[config.mk]
export PLATFORM = sky130hd
export DESIGN_NAME = rv32_fetch_unit
export DESIGN_NICKNAME = d
export VERILOG_FILES = /design/src/rtl/rv32_pkg.sv /design/src/rtl/rv32_fetch_buf.sv /design/src/rtl/rv32_fetch_unit.sv
export SDC_FILE = /design/constraint.sdc
export NUM_CORES = 1
export LEC_CHECK = 0
export CAP_MARGIN = 15
export CELL_PAD_IN_SITES_DETAIL_PLACEMENT = 1
export CELL_PAD_IN_SITES_GLOBAL_PLACEMENT = 2
export CORE_AREA = 3 3 197 199
export CTS_CLUSTER_DIAMETER = 40
export DETAILED_ROUTE_END_ITERATION = 8
export DIE_AREA = 0 0 200 202
export PLACE_DENSITY_LB_ADDON = 0.05
export SLEW_MARGIN = 30
export SYNTH_ARGS = -nofsm -noshare
export SYNTH_HDL_FRONTEND = slang
export SYNTH_HIERARCHICAL = 1
export SYNTH_SLANG_ARGS = --single-unit
export TNS_END_PERCENT = 1
[constraint.sdc]
create_clock -name clk -period 2.5 [get_ports clk]
set_input_delay 0.5 -clock clk [delete_from_list [all_inputs] [get_ports clk]]
set_output_delay 0.5 -clock clk [all_outputs]
set_load 0.02 [all_outputs]
[src/rtl/rv32_pkg.sv]
// ----------------------------------------------------------------------------
// rv32_pkg -- shared definitions for the RV32 front end.
//   XLEN / ILEN       : address and instruction widths
//   RESET_PC_DEFAULT  : default first fetch address after reset
//   fetch_state_e     : fetch engine states (IDLE / REQ / WAIT)
// ----------------------------------------------------------------------------
package rv32_pkg;
    localparam int XLEN = 32;
    localparam int ILEN = 32;
    localparam logic [XLEN-1:0] RESET_PC_DEFAULT = 32'h0000_0000;

    typedef enum logic [1:0] {
        FETCH_IDLE = 2'd0,  // no request on the bus
        FETCH_REQ  = 2'd1,  // request asserted, waiting for grant
        FETCH_WAIT = 2'd2   // granted, waiting for read data
    } fetch_state_e;
endpackage

[src/rtl/rv32_fetch_buf.sv]
// ----------------------------------------------------------------------------
// rv32_fetch_buf -- one-entry prefetch buffer (instruction word + its pc).
//   clk, rst_n : clock, synchronous active-low reset
//   flush_i    : drop the entry (highest priority)
//   load_i     : capture data_i/pc_i (wins over pop_i in the same cycle)
//   pop_i      : entry handed to the instruction register
//   valid_o, data_o, pc_o : current entry
// ----------------------------------------------------------------------------
module rv32_fetch_buf
    import rv32_pkg::*;
(
    input  logic            clk,
    input  logic            rst_n,
    input  logic            flush_i,
    input  logic            load_i,
    input  logic            pop_i,
    input  logic [ILEN-1:0] data_i,
    input  logic [XLEN-1:0] pc_i,
    output logic            valid_o,
    output logic [ILEN-1:0] data_o,
    output logic [XLEN-1:0] pc_o
);
    logic            valid_q;
    logic [ILEN-1:0] data_q;
    logic [XLEN-1:0] pc_q;

    always_ff @(posedge clk) begin
        if (!rst_n) begin
            valid_q <= 1'b0;
            data_q  <= '0;
            pc_q    <= '0;
        end else if (flush_i) begin
            valid_q <= 1'b0;
        end else if (load_i) begin
            valid_q <= 1'b1;
            data_q  <= data_i;
            pc_q    <= pc_i;
        end else if (pop_i) begin
            valid_q <= 1'b0;
        end
    end

    assign valid_o = valid_q;
    assign data_o  = data_q;
    assign pc_o    = pc_q;
endmodule

[src/rtl/rv32_fetch_unit.sv]
// ----------------------------------------------------------------------------
// rv32_fetch_unit -- sequential instruction fetch with one-entry prefetch
// and branch/jump redirect.
//   clk, rst_n        : clock, synchronous active-low reset
//   i_ready           : downstream takes the presented instruction
//   i_pcsel/i_alu_target : redirect request and target (only on consume)
//   o_imem_req/o_imem_addr, i_imem_gnt, i_imem_rvalid/i_imem_rdata :
//                       single-outstanding instruction memory port
//   o_valid/o_instruction/o_pc/o_pc_plus4 : instruction register contents
//   o_misaligned      : one-cycle pulse after a redirect to a non-word target
// ----------------------------------------------------------------------------
module rv32_fetch_unit
    import rv32_pkg::*;
#(
    parameter logic [XLEN-1:0] RESET_PC = RESET_PC_DEFAULT
) (
    input  logic            clk,
    input  logic            rst_n,
    input  logic            i_ready,
    input  logic            i_pcsel,
    input  logic [XLEN-1:0] i_alu_target,
    output logic            o_imem_req,
    output logic [XLEN-1:0] o_imem_addr,
    input  logic            i_imem_gnt,
    input  logic            i_imem_rvalid,
    input  logic [ILEN-1:0] i_imem_rdata,
    output logic            o_valid,
    output logic [ILEN-1:0] o_instruction,
    output logic [XLEN-1:0] o_pc,
    output logic [XLEN-1:0] o_pc_plus4,
    output logic            o_misaligned
);
    fetch_state_e    state_q, state_d;
    logic [XLEN-1:0] fa_q, fa_d;        // next address to fetch
    logic [XLEN-1:0] addr_q, addr_d;    // address of the in-flight transaction
    logic            kill_q, kill_d;
    logic            ir_valid_q, ir_valid_d;
    logic [ILEN-1:0] ir_data_q, ir_data_d;
    logic [XLEN-1:0] ir_pc_q, ir_pc_d;
    logic [XLEN-1:0] ir_pc4_q;
    logic            mis_q, mis_d;

    logic            pb_valid, pb_load, pb_pop, pb_occ_d;
    logic [ILEN-1:0] pb_data;
    logic [XLEN-1:0] pb_pc;

    logic            consume, redirect, live_rv, room;

    assign consume  = ir_valid_q & i_ready;
    assign redirect = consume & i_pcsel;
    // Read data only counts in WAIT and only for a transaction not orphaned by a redirect.
    assign live_rv  = i_imem_rvalid & (state_q == FETCH_WAIT) & ~kill_q;

    rv32_fetch_buf u_pb (
        .clk     (clk),
        .rst_n   (rst_n),
        .flush_i (redirect),
        .load_i  (pb_load),
        .pop_i   (pb_pop),
        .data_i  (i_imem_rdata),
        .pc_i    (addr_q),
        .valid_o (pb_valid),
        .data_o  (pb_data),
        .pc_o    (pb_pc)
    );

    // Instruction register / prefetch buffer steering
    always_comb begin
        ir_valid_d = ir_valid_q;
        ir_data_d  = ir_data_q;
        ir_pc_d    = ir_pc_q;
        pb_load    = 1'b0;
        pb_pop     = 1'b0;
        if (redirect) begin
            ir_valid_d = 1'b0;
        end else if (consume || !ir_valid_q) begin
            if (pb_valid) begin
                ir_valid_d = 1'b1;
                ir_data_d  = pb_data;
                ir_pc_d    = pb_pc;
                pb_pop     = 1'b1;
                pb_load    = live_rv;
            end else if (live_rv) begin
                ir_valid_d = 1'b1;
                ir_data_d  = i_imem_rdata;
                ir_pc_d    = addr_q;
            end else begin
                ir_valid_d = 1'b0;
            end
        end else if (live_rv) begin
            pb_load = 1'b1;
        end
        pb_occ_d = pb_load | (pb_valid & ~pb_pop & ~redirect);
        // A new request is only launched when nothing is outstanding, so the
        // budget check reduces to "at least one of IR/PB will be free".
        room  = ~(ir_valid_d & pb_occ_d);
        mis_d = redirect & (i_alu_target[1:0] != 2'b00);
    end

    // Fetch engine
    always_comb begin
        state_d = state_q;
        fa_d    = fa_q;
        kill_d  = kill_q;
        addr_d  = addr_q;
        case (state_q)
            FETCH_IDLE: if (room) state_d = FETCH_REQ;
            FETCH_REQ: begin
                if (i_imem_gnt) begin
                    state_d = FETCH_WAIT;
                    // A killed request still handshakes but must not move FA off the target.
                    if (!kill_q) fa_d = fa_q + 32'd4;
                end
            end
            FETCH_WAIT: begin
                if (i_imem_rvalid) begin
                    state_d = room ? FETCH_REQ : FETCH_IDLE;
                    kill_d  = 1'b0;
                end
            end
            default: state_d = FETCH_IDLE;
        endcase
        if (redirect) begin
            fa_d = {i_alu_target[XLEN-1:2], 2'b00};
            if (state_q == FETCH_REQ || (state_q == FETCH_WAIT && !i_imem_rvalid))
                kill_d = 1'b1;
        end
        // Request address is latched once on entry and held until the grant.
        if (state_d == FETCH_REQ && state_q != FETCH_REQ) addr_d = fa_d;
    end

    always_ff @(posedge clk) begin
        if (!rst_n) begin
            state_q    <= FETCH_IDLE;
            fa_q       <= RESET_PC;
            addr_q     <= '0;
            kill_q     <= 1'b0;
            ir_valid_q <= 1'b0;
            ir_data_q  <= '0;
            ir_pc_q    <= '0;
            ir_pc4_q   <= '0;
            mis_q      <= 1'b0;
        end else begin
            state_q    <= state_d;
            fa_q       <= fa_d;
            addr_q     <= addr_d;
            kill_q     <= kill_d;
            ir_valid_q <= ir_valid_d;
            ir_data_q  <= ir_data_d;
            ir_pc_q    <= ir_pc_d;
            ir_pc4_q   <= ir_pc_d + 32'd4;
            mis_q      <= mis_d;
        end
    end

    assign o_imem_req    = (state_q == FETCH_REQ);
    assign o_imem_addr   = addr_q;
    assign o_valid       = ir_valid_q;
    assign o_instruction = ir_data_q;
    assign o_pc          = ir_pc_q;
    assign o_pc_plus4    = ir_pc4_q;
    assign o_misaligned  = mis_q;
endmodule

---- Word level (Yosys, flattened, before mapping) ----
Index checks and enable logic that the tools add are counted.
storage, ports and cells
  word-level logic and storage cells ...... 75
  output and inout bits ................... 131
  memories ................................ 0
  memory bits (read-only) ................. 0
  bits in latches ......................... 0
  register bits after elaboration ......... 230
  input bits .............................. 70
  RAM bits ................................ 0
cells by class
  eq/ne operators ......................... 4
  $add $sub $neg .......................... 2
  reduce and logical (&&, ||, !) cells .... 13
  magnitude comparators ................... 0
  shift operators ......................... 0
  muxes and demuxes ....................... 31
  div/mod/pow operators ................... 0
  bitwise logic cells ..................... 13
  $mul .................................... 0
operator list
  cell                                                                    count
  32-bit 2-to-1 mux                                                       10
  32-bit by 3-bit adder with 32-bit output (second input constant)        2
  1-bit 2-to-1 mux                                                        17
  1-bit bitwise AND                                                       8
  2-bit 2-to-1 mux                                                        3
  2-bit one-hot mux with 3 select lines                                   1
  2-bit nonzero test                                                      3
  2-bit by 1-bit equality test with 1-bit output (second input constant)  2
  1-bit inverter                                                          4
  3-bit AND reduction                                                     1
  2-bit equality test (second input constant)                             1
  1-bit logical AND                                                       2
  1-bit logical NOT                                                       2
  2-bit logical NOT                                                       1
  1-bit logical OR                                                        2
  2-bit by 1-bit != test with 1-bit output (second input constant)        1
  2-bit AND reduction                                                     1
  2-bit OR reduction                                                      1
  1-bit OR                                                                1

---- Logic depth before layout (Yosys ltp) ----
  depth after elaboration ................. 14
  mapped depth ............................ 12
  depth with buffers taken out ............ 11

---- Modules after synthesis ----
Netlist, hierarchy kept.
modules (own cells, without submodules)
  module           times used  area each (um^2)  cells an instance
  rv32_fetch_unit  1           7659.8            904
  rv32_fetch_buf   1           2670.1            282

---- Worst setup path after synthesis ----
OpenSTA, ideal clock, no wires.
  kind .................................... input to register
  start point ............................. input port i_ready
  end point ............................... register ir_pc4_q[27], in the netlist o_pc_plus4[27]
  arrival ................................. 2.509 ns
  stages .................................. 11
  path slack .............................. -0.123 ns
  setup time .............................. 0.115 ns
  cell sequence ........................... nor2b_1 > buf_6 > o21ai_4 > inv_4 > a211oi_4 > inv_2 > nor4_4 > and4_1 > buf_2 > a31oi_1 > o21a_1
between the ends
  word-level cells in the longest chain between the ends .. 5
RTL lines
  what                                          RTL line                text
  from (decl)                                   rv32_fetch_unit.sv:19   input logic i_ready,
  1-bit bitwise AND (*)                         rv32_fetch_unit.sv:49   assign consume = ir_valid_q & i_ready;
  1-bit logical OR                              rv32_fetch_unit.sv:76   end else if (consume || !ir_valid_q) begin
  32-bit 2-to-1 mux                             rv32_fetch_unit.sv:76
  32-bit 2-to-1 mux (*)                         rv32_fetch_unit.sv:74   if (redirect) begin
  32-bit by 3-bit adder with 32-bit output (*)  rv32_fetch_unit.sv:151  ir_pc4_q <= ir_pc_d + 32'd4;
  to (signal assigned)                          rv32_fetch_unit.sv:151
  to (decl)                                     rv32_fetch_unit.sv:40   logic [XLEN-1:0] ir_pc4_q;
Mark *: on every way between the ends. The rest lies on a longest branch, timed or not.
A chain may end at the register's enable or synchronous reset.

---- Worst setup path after layout ----
  start point ............................. register state_q[0]
  end point ............................... register ir_pc4_q[26], in the netlist o_pc_plus4[26]
between the ends
  word-level cells in the longest chain between the ends .. 8
RTL lines
  what                                      RTL line                text
  from (decl)                               rv32_fetch_unit.sv:33   fetch_state_e state_q, state_d;
  from (signal assigned)                    rv32_fetch_unit.sv:144  state_q <= state_d;
  2-bit equality test                       rv32_fetch_unit.sv:52   assign live_rv = i_imem_rvalid & (state_q == FETCH_WAIT) & ~kill_q;
  1-bit bitwise AND (2 in a row)            rv32_fetch_unit.sv:52
  32-bit 2-to-1 mux                         rv32_fetch_unit.sv:83   end else if (live_rv) begin
  32-bit 2-to-1 mux                         rv32_fetch_unit.sv:77   if (pb_valid) begin
  32-bit 2-to-1 mux                         rv32_fetch_unit.sv:76
  32-bit 2-to-1 mux                         rv32_fetch_unit.sv:74
  32-bit by 3-bit adder with 32-bit output  rv32_fetch_unit.sv:151
Every way passes these cells.

==> results.md <==
- Clock root cell: clkbuf_16
- Count of clock tree sinks: approximately 230
- Area growth, synth to finish: 54.7%
- Synth top area cells: dfxtp_1 44%, mux2i_1 9.6%, nand2_1 7.6%, nor2_1 3.7%, a211oi_1 3.1%
- Number of max-cap violations: 0
- Post-synth EDFFs: 0
- Die height: just over 200 µm
- Clk Latency, worst-skew pair: about 0.56 ns
- Top delay family on crit path: simple AND/OR/NAND/NOR gates
- Gate Count Post-Synth: about 1200
- Initial Util: approximately 28%
- Fraction of final layout cells sized beyond drive strength 1: 21.7%
- Setup TNS: -0.108 ns
- First-pass GRT wire length: just under 60 mm
- Max_slew headroom: just over 60%
- Final Slew Violations: 0
- Largest net degree at the start of global routing: 83
- Crit-path max FO: 7
- Peak VDD IR: between 0.3 and 0.4 mV
- CTS tree: done
- Clk buf depth: 3
- Final Hold Vio Count: 0
- Yosys reg bits: 228
- Multi-input gate area: ~0.0055 mm²
- Syn nets: between 1000 and 1500
- Final worst slack: -0.0576 ns
- WP buf/inv: 2
- Initial antenna violation count: 1
- Post-synth top area cell: dfxtp_1
- Max stage delay on crit path: between 0.4 and 0.5 ns
- ANT cells: 0
- Drt first-iter violations: between 300 and 400
- Post-synthesis sequential area ratio: between 40 and 50%
- Tcrit/Tclk final: 102%
- Crit path time final: approximately 2.6 ns
- Yosys Warn Count: 6
- Crit end category: register
- DRC viols: 0
- Die W: approximately 200 µm
- Setup Crit Path Kind: reg -> reg
- Io pins: approximately 200
- HPWL Detailed: 27.6 mm
- Count leader, synth: dfxtp_1
- Req. time, crit path: slightly below 3 ns
- Hold WC Path Type: in -> reg
- Worst EP arrival: slightly above 3 ns
- GP Congestion: just under 0.8
- Register Area: roughly 0.0046 mm²
- Cell Chain, Critical Path: and4bb_4 -> buf_12 -> buf_8 -> o22ai_2 -> a21o_1 -> nor4_4 -> nand4_1 -> or3_1 -> a21oi_1
- Share of flip-flops with an asynchronous set or reset: 0%
- Crit-path slowest cell: or3_1
- Num CTS Buffers: slightly below 50
- I/O Buffers: 200
- DR pass1 iterations: 4
- Vias per inst: between 4 and 5
- Reg clk slew, reported paths: 0.05 ns
- Failing checks: negative setup slack
- Achievable Freq: between 300 and 400 MHz
- P_leak: approximately 5.9 nW
- H-tree levels: 2
- Status: finished with violations
- Top_reg_cell synth: dfxtp_1
- Core Util, Final: 42.7%
- Die area: between 0.04 and 0.05 mm²
- Drt total wl: between 30 and 40 mm
- Number of global-route vias before repair: 10200
- Fillers: between 4000 and 5000
- Synth top cells by count: 228 x dfxtp_1, 210 x nand2_1, 102 x nor2_1, 99 x mux2i_1
- Grt ovf: 0
- Via Count: approximately 9700
- FF-to-FF setup slack: -0.06 ns
- Core box area: around 0.037 mm²
- Synth Area per Inst: a little under 9 µm²
- Worst-Margin Slew: between 0.5 and 0.6 ns
- Final setup fails: 4
- Number of core rows: 71
- Crit start category: register
- Nets: between 1500 and 2000
- Yosys cell types: 62
- Post-Syn Area: roughly 0.010 mm²
- RSZ-0062 raised after global routing: yes
- Global router's overall resource usage: a little under a fifth
- Pwr dens: ~710 mW/mm²
- Clock skew: between 0.02 and 0.025 ns
- Final antenna-violating net count: 0
- Avg WL per Cell: approximately 19 µm
- Top cell type's share of synthesized area: roughly 44%
- Power Total: between 10 and 15 mW
==> timing repair <==
action                     in CTS  in global routing
hold buffers                    0                  0
gates cloned                    0                  1
pin swaps                      10                 20
setup endpoints to repair      26                 35
resized for setup              36                 46
buffers inserted                6                  7
==> kinds of logic (layout without fill, tap and decap cells) <==
| group | after synthesis | count (layout) | share of synthesized area [%] |
|---|---|---|---|
| AO/OA/AOI/OAI | 235 | 235 | 15.6 |
| XOR/XNOR | 36 | 36 | 3.05 |
| AND/OR/NAND/NOR | 475 | 475 | 21.3 |
| flip-flops | 228 | 228 | 44.2 |
| adder cells (fa/ha/maj) | 2 | 2 | 0.242 |
| multiplexers | 99 | 99 | 9.59 |
| buffers and inverters | 111 | 479 | 5.94 |
==> worst register-to-register path, stage by stage (launching register included) <==
cell	delay, ns
dfxtp_2	0.33
and4bb_4	0.41
buf_12	0.15
buf_8	0.11
o22ai_2	0.07
a21o_1	0.22
nor4_4	0.39
nand4_1	0.26
or3_1	0.43
a21oi_1	0.12
==> final timing paths <==
check / start / cells after the start / end
worst max-delay path: state_q[0] / 9 / o_pc_plus4[26]
worst max register to register: state_q[0] / 9 / o_pc_plus4[26]
worst min register to register: u_pb/data_o[27] / 2 / u_pb/data_o[27]
worst min-delay path: rst_n / 2 / fa_q[31]
==> state kept, by name, indices dropped and copies added (netlist names) <==
register,count
fa_q,32
o_pc_plus4,30
state_q,2
kill_q,1
o_instruction,32
o_imem_addr,32
u_pb/pc_o,32
u_pb/valid_o,1
o_misaligned,1
u_pb/data_o,32
o_pc,32
o_valid,1
==> layout make-up <==
class / count / area share [%]
Clock buffer: 55 / 8.13
Multi-Input combinational cell: 847 / 34.3
Clock inverter: 33 / 2.46
Sequential cell: 228 / 28.6
Inverter: 20 / 0.517
Tap cell: 511 / 4.00
Timing Repair Buffer: 371 / 22.0
==> metal layers <==
layer	GRT usage, %	vias to the layer above	part of all wire, %
li1	-	4862	-
met1	24.6	4641	47
met2	30.4	184	46
met3	4.65	57	5.0
met4	4.11	2	1.7
met5	0	-	0.034
==> power by group <==
part / switching, mW / internal [mW] / leakage (nW) / total (mW)
clock network: 2.26 / 4.39 / 0.812 / 6.66
registers: 0.0488 / 3.70 / 1.84 / 3.75
logic: 0.467 / 0.437 / 3.25 / 0.904
total: 2.78 / 8.53 / 5.91 / 11.3
==> placed cells by master, fill, tap and decap left out, types with 6 or more instances in the layout <==
cell | Yosys | final
nor3_1 | 22 | 17
nand2_1 | 210 | 207
a21o_1 | 14 | 14
bufinv_16 | 0 | 6
xnor2_1 | 16 | 16
a2111oi_2 | 1 | 6
buf_4 | 7 | 146
a21oi_1 | 44 | 40
or3_1 | 10 | 10
mux2i_1 | 99 | 99
o22ai_1 | 25 | 22
and3_1 | 19 | 19
a211oi_4 | 1 | 6
clkinv_4 | 0 | 7
nor2_1 | 102 | 101
or2_2 | 13 | 13
and2_1 | 22 | 21
nor4_1 | 8 | 7
buf_6 | 3 | 6
o211ai_1 | 7 | 7
xor2_1 | 20 | 20
o32ai_1 | 13 | 11
clkinvlp_4 | 0 | 7
clkdlybuf4s50_1 | 0 | 195
o21ai_0 | 44 | 40
buf_12 | 7 | 17
a211oi_1 | 43 | 42
clkbuf_16 | 0 | 49
nand4_1 | 15 | 15
nand3_1 | 32 | 31
dfxtp_1 | 228 | 225
inv_1 | 16 | 16
inv_6 | 0 | 10
==> through the flow <==
| step | hold slack (ns) | cells | setup WS, ns | instance area, µm² |
|---|---|---|---|---|
| 2_1_floorplan | 0.434 | 1186 | -0.0686 | 10400 |
| 3_3_place_gp | 0.442 | 1964 | -0.815 | 13900 |
| 3_5_place_dp | 0.450 | 1964 | -0.920 | 13900 |
| 4_1_cts | 0.319 | 2058 | -0.0672 | 15700 |
| 5_1_grt | 0.325 | 2065 | -0.176 | 16000 |
| 6_report | 0.349 | 2065 | -0.0576 | 16000 |
Note: power is estimated with default switching activity, not from simulation.
